===== src/rtl/rect_fill_engine.sv =====
// rect_fill_engine: clips one rectangle command to the framebuffer and emits
// one pixel write per clock in raster order on the framebuffer write port.
//
// state  | meaning
// -------+-----------------------------------------------------------
// IDLE   | waiting for a command; Cmd_Ready high
// CLIP   | one cycle: clip latched rectangle, detect empty, load cursor
// DRAW   | one pixel write per cycle, raster order, abortable
// FINISH | one cycle: Done pulse, then back to IDLE
module rect_fill_engine #(
  parameter int FB_WIDTH   = 160,
  parameter int FB_HEIGHT  = 120,
  parameter int COLOR_BITS = 9
) (
  input  logic        Fast_Clock,
  input  logic        Reset_N,
  input  logic        Cmd_Valid,
  output logic        Cmd_Ready,
  input  logic [31:0] Cmd_X,
  input  logic [31:0] Cmd_Y,
  input  logic [31:0] Cmd_W,
  input  logic [31:0] Cmd_H,
  input  logic [31:0] Cmd_Color,
  input  logic        Cmd_Abort,
  output logic        Enable_Draw,
  output logic [31:0] Draw_X,
  output logic [31:0] Draw_Y,
  output logic [31:0] Draw_Color,
  output logic        Busy,
  output logic        Done
);

  typedef enum logic [1:0] {S_IDLE, S_CLIP, S_DRAW, S_FINISH} state_t;

  state_t                r_state;
  logic [31:0]           r_org_x;
  logic [31:0]           r_org_y;
  logic [31:0]           r_wid;
  logic [31:0]           r_hgt;
  logic [COLOR_BITS-1:0] r_color;
  logic [31:0]           r_x_last;
  logic [31:0]           r_y_last;
  logic                  r_en;
  logic [31:0]           r_draw_x;
  logic [31:0]           r_draw_y;
  logic [COLOR_BITS-1:0] r_draw_color;
  logic                  r_busy;
  logic                  r_done;

  logic [32:0] w_x_sum;
  logic [32:0] w_y_sum;
  logic [31:0] w_x_last;
  logic [31:0] w_y_last;
  logic        w_empty;
  logic        w_row_end;
  logic        w_last_pixel;
  logic        w_unused_color;

  // Clip against the framebuffer with 33-bit sums so X+W can never wrap;
  // the last drawable coordinate is stored rather than the exclusive end.
  always_comb begin
    w_x_sum      = {1'b0, r_org_x} + {1'b0, r_wid};
    w_y_sum      = {1'b0, r_org_y} + {1'b0, r_hgt};
    w_x_last     = (w_x_sum >= 33'(FB_WIDTH))  ? 32'(FB_WIDTH - 1)
                                               : (w_x_sum[31:0] - 32'd1);
    w_y_last     = (w_y_sum >= 33'(FB_HEIGHT)) ? 32'(FB_HEIGHT - 1)
                                               : (w_y_sum[31:0] - 32'd1);
    w_empty      = (r_org_x >= 32'(FB_WIDTH)) || (r_org_y >= 32'(FB_HEIGHT)) ||
                   (r_wid == 32'd0) || (r_hgt == 32'd0);
    w_row_end    = (r_draw_x == r_x_last);
    w_last_pixel = w_row_end && (r_draw_y == r_y_last);
  end

  // Only the low colour bits are significant; the rest are dropped here.
  assign w_unused_color = &{1'b0, Cmd_Color[31:COLOR_BITS]};

  assign Cmd_Ready   = (r_state == S_IDLE) && Reset_N;
  assign Enable_Draw = r_en;
  assign Draw_X      = r_draw_x;
  assign Draw_Y      = r_draw_y;
  assign Draw_Color  = {{(32 - COLOR_BITS){1'b0}}, r_draw_color};
  assign Busy        = r_busy;
  assign Done        = r_done;

  // Command FSM with registered draw port; the draw registers double as the cursor.
  always_ff @(posedge Fast_Clock or negedge Reset_N) begin
    if (!Reset_N) begin
      r_state      <= S_IDLE;
      r_org_x      <= '0;
      r_org_y      <= '0;
      r_wid        <= '0;
      r_hgt        <= '0;
      r_color      <= '0;
      r_x_last     <= '0;
      r_y_last     <= '0;
      r_en         <= 1'b0;
      r_draw_x     <= '0;
      r_draw_y     <= '0;
      r_draw_color <= '0;
      r_busy       <= 1'b0;
      r_done       <= 1'b0;
    end else begin
      case (r_state)
        S_IDLE: begin
          r_done <= 1'b0;
          if (Cmd_Valid) begin
            r_org_x <= Cmd_X;
            r_org_y <= Cmd_Y;
            r_wid   <= Cmd_W;
            r_hgt   <= Cmd_H;
            r_color <= Cmd_Color[COLOR_BITS-1:0];
            r_busy  <= 1'b1;
            r_state <= S_CLIP;
          end
        end
        S_CLIP: begin
          if (w_empty) begin
            r_busy  <= 1'b0;
            r_done  <= 1'b1;
            r_state <= S_FINISH;
          end else begin
            r_x_last     <= w_x_last;
            r_y_last     <= w_y_last;
            r_draw_x     <= r_org_x;
            r_draw_y     <= r_org_y;
            r_draw_color <= r_color;
            r_en         <= 1'b1;
            r_state      <= S_DRAW;
          end
        end
        S_DRAW: begin
          // An abort still lets the pixel currently presented be written.
          if (Cmd_Abort || w_last_pixel) begin
            r_en    <= 1'b0;
            r_busy  <= 1'b0;
            r_done  <= 1'b1;
            r_state <= S_FINISH;
          end else if (w_row_end) begin
            r_draw_x <= r_org_x;
            r_draw_y <= r_draw_y + 32'd1;
          end else begin
            r_draw_x <= r_draw_x + 32'd1;
          end
        end
        S_FINISH: begin
          r_done  <= 1'b0;
          r_state <= S_IDLE;
        end
        default: r_state <= S_IDLE;
      endcase
    end
  end

endmodule

===== config.mk =====
export PLATFORM = sky130hd
export DESIGN_NAME = rect_fill_engine
export DESIGN_NICKNAME = d
export VERILOG_FILES = /design/src/rtl/rect_fill_engine.sv
export SDC_FILE = /design/constraint.sdc
export NUM_CORES = 1
export LEC_CHECK = 0
export BUFFER_PORTS_ARGS = -buffer_cell sky130_fd_sc_hd__clkbuf_2
export CORE_MARGIN = 2
export CORE_UTILIZATION = 52
export DETAILED_ROUTE_END_ITERATION = 6
export GPL_ROUTABILITY_DRIVEN = 0
export GPL_TIMING_DRIVEN = 0
export HOLD_SLACK_MARGIN = 0.06
export PLACE_DENSITY = 0.74
export SYNTH_ARGS = -nofsm -noshare
export SYNTH_HDL_FRONTEND = slang
export SYNTH_SLANG_ARGS = --single-unit

===== constraint.sdc =====
create_clock -name Fast_Clock -period 10.4 [get_ports Fast_Clock]
set_input_delay 2.08 -clock Fast_Clock [delete_from_list [all_inputs] [get_ports Fast_Clock]]
set_output_delay 2.08 -clock Fast_Clock [all_outputs]
set_load 0.02 [all_outputs]

-- Yosys cells after proc, flatten, opt, wreduce, memory -nomap -nowiden
Cells that the tools add are included.
- flip-flop bits (word level): 279
- input port bits: 164
- output and inout bits: 100
- logic and storage cells: 79
- add/sub/neg operators: 6
- magnitude comparators: 4
- eq/ne operators: 11
- muxes and demuxes: 23
- bitwise logic cells: 1
- reduce and logical (&&, ||, !) cells: 20
- operators by type and width (kind ; number):
    $mux W32 ; 8
    $pmux W32 S2 ; 2
    $add A32 B32 Y33 ; 2
    $add A32 B1 Y32 const B ; 2
    $eq A32 B32 Y1 ; 2
    $logic_not A32 Y1 ; 2
    $sub A32 B1 Y32 const B ; 2
    $ge A33 B7 Y1 const B ; 1
    $ge A33 B8 Y1 const B ; 1
    $ge A32 B7 Y1 const B ; 1
    $ge A32 B8 Y1 const B ; 1
    $ne A2 B2 Y1 const B ; 6
    $pmux W2 S4 ; 1
    $reduce_and A2 Y1 ; 4
    $reduce_and A4 Y1 ; 2
    $mux W1 ; 7
    $pmux W1 S3 ; 2
    $reduce_and A3 Y1 ; 2
    $eq A2 B2 Y1 const B ; 2
    $logic_or A1 B1 Y1 ; 4
    $mux W2 ; 2
    $reduce_bool A3 Y1 ; 1
    $eq A2 B1 Y1 const B ; 1
    $logic_and A1 B1 Y1 ; 2
    5 further kinds ; 5

-- Logic depth before layout (Yosys ltp)
Gate-level depths: netlist of run 1.
- word-level depth: 6
- mapped depth: 15
- mapped depth without buffers: 12

-- Worst setup path before layout of run 1
OpenSTA, ideal clock, no wires.
- path kind: input port to output port
- start: input port Reset_N
- end: output port Cmd_Ready
- arrival: 2296 ps
- required time: 8320 ps
- slack: 6024 ps
- stages: 1
- path through: and2_1
- word-level cells in the longest chain between the ends: 1
- RTL lines (item ; line ; RTL):
    from (decl) ; 16 ; input logic Reset_N,
    $logic_and A1 B1 Y1 ; 77 ; assign Cmd_Ready = (r_state == S_IDLE) && Reset_N;
    to (decl) ; 18 ; output logic Cmd_Ready,
No other way between the ends.

-- Worst setup path after layout of run 1
Same ends and word-level chain as after synthesis.

==> run metrics, run 1 <==
power density cells about 390 nW/µm²; number of synthesized register bits 279; initial antenna violation count 1; Setup Crit Path Kind primary input to primary output; Syn Area/Cell approximately 9.4 µm²; via/cell ratio approximately 6; final setup fails 0; RSZ-0062 raised after global routing no; top-area cell type share of the netlist area approximately two fifths; initial core utilization a little over half; Clock Path Buffers 3; Startpoint Class primary input; fin crit share a little over half; Post-DP HPWL ~40 mm; status complete, no violations; fraction of layout cells with a size suffix above 1 22.4%; CTS H-Tree Depth 1; post-synthesis sequential area ratio around two fifths; Final Util roughly 61%; Die Wd ~190 µm; Tightest Pin Transition approximately 1000 ps; Crit-path slowest cell buf_16; CTS resizes 0; final slew viol count 0; FMAX ~180 MHz; VDD IR-drop max 0.190 mV; Max Fanout on Critical Path approximately 120; Post-route DRC 0; Setup Skew approximately 9.2 ps; Reg clk slew, reported paths 60 ps; worst path cell trace clkbuf_8, buf_16, and2_1, clkbuf_2; Setup TNS Final 0 ps; Post-synth top flop dfrtp_1; Post-synth EDFFs 0; post-synth cell types between 70 and 80; slowest stage delay, CP 480 ps; worst hold path type flop to flop; Pre-Repair DR Iteration Count 6; Die H between 150 and 200 µm; Mapped Cells ~1900; drt wl/cell 19.7 µm; largest net degree at the start of global routing roughly 120; crit path from Reset_N; CTS Hold Bufs 0; area leader, netlist dfrtp_1; diodes inserted 0; Arr. time, crit path approximately 3500 ps; synthesis warning total 0; worst flop-to-flop path startpoint r_org_x[7]$_DFFE_PN0P_; Period minus WS final 5540 ps; port bufs approximately 220; Leak between 9 and 10 nW; relative slew slack about a third; first-pass GRT wire length between 80 and 90 mm; vias after detailed routing 15700; worst skew pair latency around 570 ps; Final Hold Vio Count 0; I/O pin count 264; All-Layer GR Usage 28.8%; NumNets Final roughly 2400; Iteration-0 DRC Markers approximately 1500; Post-Route WL between 50 and 60 mm; Synth area leaders dfrtp_1, mux2_2, ha_1; CP Data Required Time 8320 ps; Mapped Area approximately 17000 µm²; postcts setup bufs 0; hold wc startpoint Busy$_DFFE_PN0P_; DRT antenna net count 0; total CTS buffers 31; FF-to-FF setup slack about 5400 ps; hold_ws about 500 ps; CTS tree yes; Max Cap Violations 0; vias in the first global route about 15000; total gr overflow 0; Area Overhead vs Synth 16.6%; die area ~35000 µm²; clk root buf clkbuf_16; Clock Sinks around 280; # rows 67; Core Region ~33000 µm²; Setup crit end kind primary output; Async SR Flop Fraction 100%
[flip-flops by register name, indices dropped and copies added (netlist names)]
signal	count
r_x_last	32
r_wid	32
Busy	1
Draw_Y	32
r_y_last	32
Draw_X	32
r_color	9
r_state	2
Enable_Draw	1
r_org_x	32
Done	1
r_org_y	32
r_draw_color	9
r_hgt	32
[cell type report]
cell class / count / area (µm²)
clock buffer: 36 / 835
tap: 448 / 561
multi-input combinational: 1446 / 9860
buffer: 112 / 534
inverter: 43 / 161
timing repair buffer: 219 / 1150
sequential: 279 / 6980
fill: 2788 / 12900
clock inverter: 20 / 278
[Yosys cell counts, drive strengths merged, types with 11 or more instances]
cell type  instances
nor3              41
nor2              73
a21o              35
o22ai             18
nand4             42
ha                73
a31oi             14
xor2              75
a22o              11
inv               43
or3               15
and2              16
nor4              47
and3              23
a21oi            142
buf               30
xnor2             74
o21ai            144
mux2             148
dfrtp            279
clkbuf            82
nand2            201
nand3             58
or4               13
o211ai            11
[stage by stage]
stage / cell area, µm² / power [mW] / std cells / worst slack [ps]
final: 20400 / 7.87 / 2603 / 4860
after global routing: 20400 / 8.42 / 2603 / 4690
after CTS: 20400 / 7.77 / 2603 / 4820
after detailed placement: 19200 / 6.55 / 2547 / 4820
after global placement: 19200 / 6.42 / 2545 / 508
after floorplan: 17500 / 5.28 / 1880 / 6020
[placed cells by master (no fill, tap or decap), types with 18 or more instances in the layout]
cell,synthesis,routed
conb_1,1,23
mux2_2,148,148
o22ai_1,18,18
xor2_1,75,75
inv_1,43,43
a21o_1,35,35
ha_1,73,73
clkbuf_1,82,83
o21ai_0,108,108
nor3_1,41,41
xnor2_1,74,74
a21oi_1,142,142
nand4_1,42,42
o21ai_1,24,24
clkbuf_2,0,216
nor2_1,73,73
clkbuf_16,0,31
dfrtp_1,279,279
nor4_1,47,47
buf_4,23,23
and3_1,23,23
nand2_1,201,201
nand3_1,58,58
[worst paths after layout]
kind                                            end  cells past startpoint
max                                       Cmd_Ready                      4
min                                Busy$_DFFE_PN0P_                      2
max reg2reg                r_x_last[30]$_DFFE_PN0P_                     13
min reg2reg                        Busy$_DFFE_PN0P_                      2
max in group asynchronous     Draw_X[8]$_DFFE_PN0P_                      2
min in group asynchronous     r_hgt[16]$_DFFE_PN0P_                      1
[report_power, final]
part / switching [mW] / leakage (nW) / internal [mW]
registers: 0.537 / 3.50 / 1.45
clock network: 0.464 / 0.546 / 0.724
logic: 2.86 / 5.07 / 1.84
total: 3.86 / 9.11 / 4.02
[critical path: cells and delay by family]
family	cells	cell delay, ps
AND/OR/NAND/NOR	1	200
buffers and inverters	3	1070
[per-layer routing]
metal	share of wire (%)	up-vias	GRT usage [%]
li1	-	7305	-
met5	0	-	0
met4	3.9	0	10.8
met1	43	7523	41.2
met2	44	798	44.0
met3	9.6	117	4.65
[kinds of logic (layout without fill, tap and decap cells)]
logic type / after synthesis / after routing / share of synthesized area, %
buffers and inverters: 155 / 430 / 3.99
multiplexers: 157 / 157 / 10.1
flip-flops: 279 / 279 / 40.0
other: 1 / 23 / 0.0215
AND/OR/NAND/NOR: 570 / 570 / 16.1
adder cells (fa/ha/maj): 75 / 75 / 5.46
XOR/XNOR: 149 / 149 / 7.48
AO/OA/AOI/OAI: 472 / 472 / 16.9
Power figures use the tool's default switching activity.
==> run 2, diff against run 1 <==
==> constraint.sdc (replaced) <==
create_clock -name Fast_Clock -period 5.2 [get_ports Fast_Clock]
set_input_delay 1.04 -clock Fast_Clock [delete_from_list [all_inputs] [get_ports Fast_Clock]]
set_output_delay 1.04 -clock Fast_Clock [all_outputs]
set_load 0.02 [all_outputs]
==> run 2 against run 1 <==
Net effect: critical path type is now flop to flop; power is 100% higher; first-iteration DRC count is 1.1% higher; sequential share of layout area hardly changed; non-clock buffer count stayed put; clock skew hardly changed.
==> run metrics, run 2 (same netlist as run 1, synthesis figures left out) <==
via/cell ratio 6.09 (was 6.05); switching share of power 49.1% (was 49.0%); initial core utilization 52.4% (unchanged); Clock Path Buffers 3 (unchanged); Post-route DRC 0 (unchanged); worst flop-to-flop path startpoint r_org_y[3]$_DFFE_PN0P_ (was r_org_x[7]$_DFFE_PN0P_); final setup fails 0 (unchanged); Setup Crit Path Kind flop to flop (was primary input to primary output); Post-Route WL 51.3 mm (about the same); drt wl/cell 19.7 µm (about the same); Die H 187 µm (unchanged); FMAX approximately 210 MHz; # rows 67 (unchanged); Internal 8.03 mW (was 4.02 mW); Design Area, Final 20400 µm² (about the same); Setup crit end kind flop (was primary output); fill count 2787 (was 2788); fraction of layout cells with a size suffix above 1 22.5% (was 22.4%); CTS H-Tree Depth 1 (unchanged); clock network fraction of total power 15.1% (about the same); Setup TNS Final 0 ps (unchanged); Reg clk slew, reported paths 60 ps (about the same); Startpoint Class flop (was primary input); first-pass GRT wire length 80.9 mm (unchanged); total gr overflow 0 (unchanged); Clock Sinks 279 (unchanged); Sw Pwr 7.74 mW (was 3.86 mW); initial antenna violation count 1 (unchanged); postcts setup bufs 0 (unchanged); Max Cap Violations 0 (unchanged); largest net degree at the start of global routing 119 (unchanged); hold_ws 456 ps (was 499 ps); All-Layer GR Usage 28.8% (unchanged); worst hold path type primary input to async pin (was flop to flop); Period minus WS final about 4700 ps; port bufs 217 (unchanged); Pre-Repair DR Iteration Count 6 (unchanged); Leak 9.11 nW (about the same); power density cells 774 nW/µm² (was 387 nW/µm²); VDD IR-drop max 0.379 mV (was 0.190 mV); fin crit share 90.9%; clk root buf clkbuf_16 (unchanged); status complete, no violations (unchanged); RSZ-0062 raised after global routing no (unchanged); DRT antenna net count 0 (unchanged); worst skew pair latency 560 ps (was 570 ps); diodes inserted 0 (unchanged); NumNets Final 2371 (unchanged); Arr. time, crit path 5150 ps (was 3460 ps); die area 35000 µm² (unchanged); vias in the first global route 14800 (unchanged); Core Region 33300 µm² (unchanged); Area Overhead vs Synth 16.7% (was 16.6%); Post-DP Area 19200 µm² (unchanged); Seq pwr share 25.3% (about the same); Combinational Power Share 59.6% (about the same); CTS tree yes (unchanged); CP Data Required Time 5620 ps (was 8320 ps); vias after detailed routing 15800 (was 15700); Tightest Pin Transition 1030 ps (was 1010 ps); most frequent cells in the layout dfrtp_1, clkbuf_2, nand2_1, mux2_2, a21oi_1 (unchanged); Post-DP HPWL 39.8 mm (unchanged); Iteration-0 DRC Markers 1531 (was 1514); Die Wd 187 µm (unchanged); most common cell after layout, fill and taps aside dfrtp_1 (unchanged); crit path from r_org_y[3]$_DFFE_PN0P_ (was Reset_N); Final Hold Vio Count 0 (unchanged); Tot Pwr 15.8 mW (was 7.87 mW); Max Fanout on Critical Path 10 (was 118); final slew viol count 0 (unchanged); I/O pin count 264 (unchanged); relative slew slack 31.0% (was 32.2%); total CTS buffers 31 (unchanged); Setup Skew 9.62 ps (was 9.25 ps)
[run 2: cell counts in the layout (fill, tap and decap cells not counted)]
No cell type changed its count.
[run 2: layout make-up]
type | count | area [µm²] | area share (%)
Timing Repair Buffer | 219 | 1150 | 5.65
Inverter | 43 | 161 | 0.793
Sequential cell | 279 | 6980 | 34.3
Buffer | 112 | 534 | 2.62
Clock inverter | 20 | 278 | 1.36
Multi-Input combinational cell | 1446 | 9860 | 48.4
Tap cell | 448 | 561 | 2.75
Clock buffer | 36 | 835 | 4.10
[run 2: critical path: stages (launching register included)]
cell and delay [ps]:
dfrtp_1 460, ha_1 310, clkbuf_1 260, and2_1 220
nand3_1 160, a2111o_1 530, a31oi_1 450, a31oi_1 170
xnor2_1 220, nor4_1 540, nand3_1 230, or4_1 550
buf_2 180, buf_6 150, a2bb2oi_1 150
[run 2: metal layers]
metal  wire [µm]  GRT usage (%)
met4        2020           10.8
met1       22200           41.2
met3        4820           4.65
met2       22300           44.0
met5           0              0
[run 2: metrics by stage]
step,instances,util (%),setup slack (ps)
global route,2603,61.2,201
finish,2603,61.2,471
floorplan,1880,-,1370
CTS,2603,61.2,253
global placement,2545,57.6,-2610
detailed placement,2547,57.8,283
[run 2: path summary, 6_finish.rpt]
path	end	slack [ps]	cells after the start
max	r_y_last[4]$_DFFE_PN0P_	470	14
min	r_hgt[16]$_DFFE_PN0P_	460	1
max reg2reg	r_y_last[4]$_DFFE_PN0P_	470	14
min reg2reg	Busy$_DFFE_PN0P_	500	2
max in group asynchronous	r_hgt[0]$_DFFE_PN0P_	3800	2
min in group Fast_Clock	Busy$_DFFE_PN0P_	500	2
[run 2: repair_timing]
| item | 4_1_cts | 5_1_grt |
|---|---|---|
| resized for setup | 0 | 1 |
| endpoints found under the setup margin | 0 | 10 |
| hold buffers | 0 | 0 |
[run 2: power by group through the flow]
stage / combinational (mW) / clock, mW / sequential [mW]
after global routing: 10.3 / 2.50 / 4.04
after detailed placement: 9.13 / 0 / 3.97
after global placement: 8.90 / 0 / 3.94
after CTS: 9.20 / 2.41 / 3.94
after floorplan: 6.88 / 0 / 3.68
final: 9.41 / 2.38 / 3.99
